==> config.mk <==
export PLATFORM = sky130hd
export DESIGN_NAME = serial_adder
export DESIGN_NICKNAME = d
export VERILOG_FILES = /design/src/rtl/serial_adder_pkg.sv /design/src/rtl/fa_bit.sv /design/src/rtl/serial_adder.sv
export SDC_FILE = /design/constraint.sdc
export NUM_CORES = 1
export LEC_CHECK = 0
export BUFFER_PORTS_ARGS = -buffer_cell sky130_fd_sc_hd__buf_2
export CORE_MARGIN = 4
export CORE_UTILIZATION = 45
export CTS_BUF_LIST = sky130_fd_sc_hd__clkbuf_16
export DETAILED_ROUTE_END_ITERATION = 16
export PLACE_DENSITY = 0.66
export SLEW_MARGIN = 20
export SYNTH_ARGS = -nofsm -noshare
export SYNTH_HDL_FRONTEND = slang
export SYNTH_HIERARCHICAL = 1
export SYNTH_SLANG_ARGS = --single-unit
==> constraint.sdc <==
create_clock -name clk -period 2.4 [get_ports clk]
set_input_delay 0.12 -clock clk [delete_from_list [all_inputs] [get_ports clk]]
set_output_delay 0.12 -clock clk [all_outputs]
set_load 0.02 [all_outputs]
==> src/rtl/serial_adder_pkg.sv <==
// Shared definitions for the bit-serial adder: FSM state encoding, default
// operand width and the full-adder carry function.
package serial_adder_pkg;

    localparam int unsigned DefaultWidth = 8;

    typedef enum logic [1:0] {
        StIdle = 2'b00,
        StRun  = 2'b01,
        StDone = 2'b10
    } state_e;

    // Carry out of a full adder is the majority of its three inputs.
    function automatic logic majority(input logic x, input logic y, input logic z);
        return (x & y) | (x & z) | (y & z);
    endfunction

endpackage

==> src/rtl/fa_bit.sv <==
// Combinational 1-bit full adder: the single arithmetic cell of the serial
// datapath.
module fa_bit
    import serial_adder_pkg::*;
(
    input  logic a_i,
    input  logic b_i,
    input  logic ci_i,
    output logic s_o,
    output logic co_o
);

    assign s_o  = a_i ^ b_i ^ ci_i;
    assign co_o = majority(a_i, b_i, ci_i);

endmodule

==> src/rtl/serial_adder.sv <==
// Bit-serial ripple adder. Captures two WIDTH-bit operands on an accepted
// start, then adds one bit per clock (LSB first) through a single fa_bit and
// a registered carry. The result appears with a one-cycle done pulse and is
// held until the next completion.
//
// Build option: define SERIAL_ADDER_SUB_EN to add the sub_i port; an accepted
// start with sub_i=1 computes a-b (B loaded inverted, carry forced to 1).
module serial_adder
    import serial_adder_pkg::*;
#(
    parameter int unsigned WIDTH = DefaultWidth
) (
    input  logic             clk,
    input  logic             rst_n,
    input  logic             start_i,
    input  logic [WIDTH-1:0] a_i,
    input  logic [WIDTH-1:0] b_i,
    input  logic             cin_i,
`ifdef SERIAL_ADDER_SUB_EN
    input  logic             sub_i,
`endif
    output logic             busy_o,
    output logic             done_o,
    output logic [WIDTH-1:0] sum_o,
    output logic             cout_o
);

    localparam int unsigned     CntW    = (WIDTH > 1) ? $clog2(WIDTH) : 1;
    localparam logic [CntW-1:0] LastBit = CntW'(WIDTH - 1);

    state_e            state_q;
    logic [WIDTH-1:0]  a_q;
    logic [WIDTH-1:0]  b_q;
    // Upper WIDTH-1 result bits collected so far; the current bit completes it.
    logic [WIDTH-2:0]  work_q;
    logic              carry_q;
    logic [CntW-1:0]   cnt_q;
    logic [WIDTH-1:0]  sum_q;
    logic              cout_q;

    logic              fa_s;
    logic              fa_co;
    logic [WIDTH-1:0]  work_ext;
    logic [WIDTH-1:0]  b_load;
    logic              carry_load;

    fa_bit u_fa_bit (
        .a_i  (a_q[0]),
        .b_i  (b_q[0]),
        .ci_i (carry_q),
        .s_o  (fa_s),
        .co_o (fa_co)
    );

    // Operand conditioning applied at the accept edge.
`ifdef SERIAL_ADDER_SUB_EN
    assign b_load     = sub_i ? ~b_i : b_i;
    assign carry_load = sub_i ? 1'b1 : cin_i;
`else
    assign b_load     = b_i;
    assign carry_load = cin_i;
`endif

    // New sum bit enters at the MSB; after WIDTH shifts this is the full result.
    assign work_ext = {fa_s, work_q};

    // Control FSM plus serial datapath registers.
    always_ff @(posedge clk or negedge rst_n) begin
        if (!rst_n) begin
            state_q <= StIdle;
            a_q     <= '0;
            b_q     <= '0;
            work_q  <= '0;
            carry_q <= 1'b0;
            cnt_q   <= '0;
            sum_q   <= '0;
            cout_q  <= 1'b0;
        end else begin
            unique case (state_q)
                StIdle, StDone: begin
                    if (start_i) begin
                        a_q     <= a_i;
                        b_q     <= b_load;
                        work_q  <= '0;
                        carry_q <= carry_load;
                        cnt_q   <= '0;
                        state_q <= StRun;
                    end else begin
                        state_q <= StIdle;
                    end
                end
                StRun: begin
                    carry_q <= fa_co;
                    work_q  <= work_ext[WIDTH-1:1];
                    a_q     <= a_q >> 1;
                    b_q     <= b_q >> 1;
                    if (cnt_q == LastBit) begin
                        // Outputs only update here, so partial sums stay hidden.
                        sum_q   <= work_ext;
                        cout_q  <= fa_co;
                        state_q <= StDone;
                    end else begin
                        cnt_q <= cnt_q + CntW'(1);
                    end
                end
                default: state_q <= StIdle;
            endcase
        end
    end

    assign busy_o = (state_q == StRun);
    assign done_o = (state_q == StDone);
    assign sum_o  = sum_q;
    assign cout_o = cout_q;

endmodule

==> summary.md <==
| Metric | Value |
|---|---|
| Yosys Warn Count | `6` |
| Mux share of post-synthesis cell area | `between 10% and 20%` |
| Crit start category | `register` |
| Tot Pwr | `between 2000 and 3000 µW` |
| Top cell by count, worst path | `ha_1` |
| Die Height | `roughly 72 µm` |
| Yosys reg bits | `38` |
| Post-DRT Antenna Nets | `0` |
| Critical path data arrival time | `between 1.5 and 2 ns` |
| Xor/xnor share of the synthesized area | `0%` |
| Critical Path RT | `~2.6 ns` |
| Pre-CTS setup slack | `~0.8 ns` |
| Final setup violation count | `0` |
| Top cells by area, synth | `dfrtp_1 51%, mux2i_1 11%, mux2_4 7.2%, a211oi_1 6.0%, nor2b_1 5.4%` |
| Worst r2r path cells | `5` |
| Top cell type's share of synthesized area | `about half` |
| Synth Area in Compound Gates | `between 15 and 20%` |
| CTS tree | `built` |
| Filler Cell Count | `between 300 and 400` |
| Critical Path Sink | `cnt_q[0]` |
| Drt pass-1 iters | `4` |
| Starting DRC count in detailed routing | `74` |
| Ports | `31` |
| Antenna diodes | `0` |
| Unrepaired setup endpoints after global routing | `false` |
| Total track usage | `roughly 14%` |
| Worst hold path startpoint | `a_i[2]` |
| Clock Pin Slew Worst Setup and Hold Paths | `approximately 0.050 ns` |
| Clk Latency, worst-skew pair | `roughly 0.27 ns` |
| Vias in the first global route | `1,318` |
| # port buffers | `30` |
| CTS root buffer | `clkbuf_16` |
| Simple-gate share of the synthesized area | `roughly a tenth` |
| EDFF count, synth | `0` |
| Largest net degree at the start of global routing | `43` |
| Slew @ Worst Pin | `slightly above 0.8 ns` |
| Vias per cell | `~5.4` |
| Initial antenna violation count | `0` |
| Synth Net Count | `181` |
| Slew Viols, Final | `0` |
| Cells after synthesis | `between 150 and 200` |
| Layout area overhead | `16.6%` |
| Row cnt | `23` |
| CTS sink count | `38` |
| Final hold viol count | `0` |
| Critical path launch point | `cnt_q[1]` |
| Die area | `0.00524 mm²` |
| DR vias | `between 1,000 and 1,500` |
| Drt wl/cell | `roughly 15 µm` |
| HP Class | `in2reg` |
| Gr ovfl total | `0` |
| Largest area contributor in the netlist | `dfrtp_1` |
| Power per cell area | `between 1000 and 1500 mW/mm²` |
| Crit-path leading delay family | `adder cells` |
| Initial cell density of the core | `approximately 47%` |
| Tcrit/Tclk final | `65.9%` |
| Register area | `roughly 950 µm²` |
| Setup WS post-layout | `~0.82 ns` |
| Fmax | `about 630 MHz` |
| Mapped Avg Cell Area | `11.8 µm²` |
| Total CTS buffers | `5` |
| Synth unique cells | `24` |
| Routability congestion estimate from global placement | `between 0.6 and 0.7` |
| CP Buf/Inv Count | `0` |
| Worst flop-to-flop path startpoint | `cnt_q[1]` |
| DRC Markers | `0` |
| R2R Setup Slk | `0.82 ns` |
| Final worst clock skew | `slightly above 0.002 ns` |
| Ys flop type | `dfrtp_1` |
| Seq/Total Area, Yosys | `50.9%` |
| Core ar. | `approximately 0.0040 mm²` |
| Setup TNS Final | `0 ns` |
| Max Buffers Root-to-Sink | `2` |
| Total length of routed wires | `3.45 mm` |
| Synth Cell Area | `~0.0019 mm²` |
| VDD IR max | `about 530 µV` |
| Fin nets | `about 210` |
| H-Tree Depth | `2` |
| Share of layout cells above drive strength 1 | `between 20% and 30%` |
| Outcome | `finished clean` |
| CP max FO | `5` |
| Async SR Flop Fraction | `100%` |
| Max cap viols | `0` |
| Main combinational cell family by area after synthesis | `multiplexers` |
| Multi-input gate area | `roughly 840 µm²` |
| WS Path Type | `reg2reg` |
| Die W | `about 72 µm` |
| Crit-path cells | `ha_1 > ha_1 > or2_1 > a21oi_1 > o22ai_1` |
| Slowest stage delay, CP | `~0.39 ns` |
| HPWL after detailed placement | `about 2.3 mm` |
| Slew headroom | `around 46%` |
| P_leak | `around 0.0010 µW` |
| CP max-delay cell | `dfrtp_1` |
| Final Critical Period | `between 1.5 and 2 ns` |
| Post-CTS setup buffers | `0` |
| Synth Area in Adders | `approximately 2.4%` |
| Worst r2r dst | `cnt_q[0]` |
| Crit end category | `register` |
| Global-route wire length before repair | `5.90 mm` |
| Crit path depth | `5` |
## where the power goes
part | total [µW] | leakage (µW) | switching, µW | internal, µW
Combinational | 1060 | 0.000458 | 540 | 524
Clock | 605 | 0.0000724 | 230 | 375
Sequential | 1130 | 0.000470 | 199 | 930
## sequential cells by signal (all words and copies together) (netlist names)
signal   flops
a_q          8
b_q          8
carry_q      1
cnt_q        3
cout_o       1
state_q      2
sum_o        8
work_q       7
## how the worst min path moves through the flow
stage,depth (start not counted),slack (ns),endpoint
global route,3,0.14,a_q[6]
finish,3,0.12,a_q[2]
floorplan,0,-0.18,a_q[0]
global placement,1,0.26,sum_o[2]
detailed placement,1,0.27,sum_o[1]
CTS,3,0.12,a_q[2]
## layer usage
metal	vias up	track usage, %	share of wire [%]
li1	624	-	-
met2	31	22.4	47
met4	0	6.15	1.3
met1	623	18.7	46
met3	5	4.29	5.5
met5	-	0	0
## stage by stage
stage	hold slack (ns)	utilization (%)	cells	cell area [µm²]
CTS	0.115	54.4	237	2180
global route	0.135	54.4	237	2180
floorplan	-0.176	-	158	1870
finish	0.121	54.4	237	2180
global placement	0.265	50.7	228	2030
detailed placement	0.268	50.7	228	2030
## logic make-up after synthesis
| logic type | count (synthesis) |
|---|---|
| buf+inv | 15 |
| compound gates | 44 |
| fa+ha+maj | 3 |
| flops | 38 |
| mux | 29 |
| simple gates | 29 |
## tightest hold or removal path, stage by stage
cell and delay (ns):
buf_2 0.07, a211oi_1 0.05, a21oi_1 0.11
## synth_stat cells (2+ instances only)
| master | count |
|---|---|
| ha_1 | 2 |
| o21ai_0 | 5 |
| a22o_1 | 5 |
| buf_2 | 5 |
| dfrtp_1 | 38 |
| nor2b_1 | 16 |
| mux2_4 | 9 |
| a211oi_1 | 15 |
| clkbuf_1 | 4 |
| nand2_1 | 6 |
| mux2i_1 | 20 |
| inv_1 | 3 |
| buf_4 | 2 |
| nand3_1 | 3 |
| a21oi_1 | 16 |
## area by class of cell
class                   instances  area share [%]
flip-flops and latches         38            43.7
multi-input cells             105            38.5
repair buffers                 33            8.05
clock buffers                   5            5.75
well taps                      50            2.88
clock inverters                 3           0.575
inverters                       3           0.518
## timing repair
item	in CTS	in global routing
hold buffers	1	0
setup endpoints to repair	0	0
hold endpoints to repair	38	0
gates resized for setup	0	0
## placed cells by master (no fill, tap or decap), drive strengths merged
| cell type | instances |
|---|---|
| dfrtp | 38 |
| buf | 32 |
| mux2i | 20 |
| nor2b | 16 |
| a21oi | 16 |
| a211oi | 15 |
| mux2 | 9 |
| nand2 | 7 |
| a22o | 5 |
| o21ai | 5 |
| clkbuf | 5 |
| inv | 4 |
| nand3 | 3 |
| ha | 2 |
| clkinv | 2 |
| and2b | 1 |
| nor2 | 1 |
| a21o | 1 |
| or2 | 1 |
| o211ai | 1 |
| o22ai | 1 |
| dlygate4sd3 | 1 |
| fa | 1 |
No activity file was read; power rests on OpenSTA's default activity.
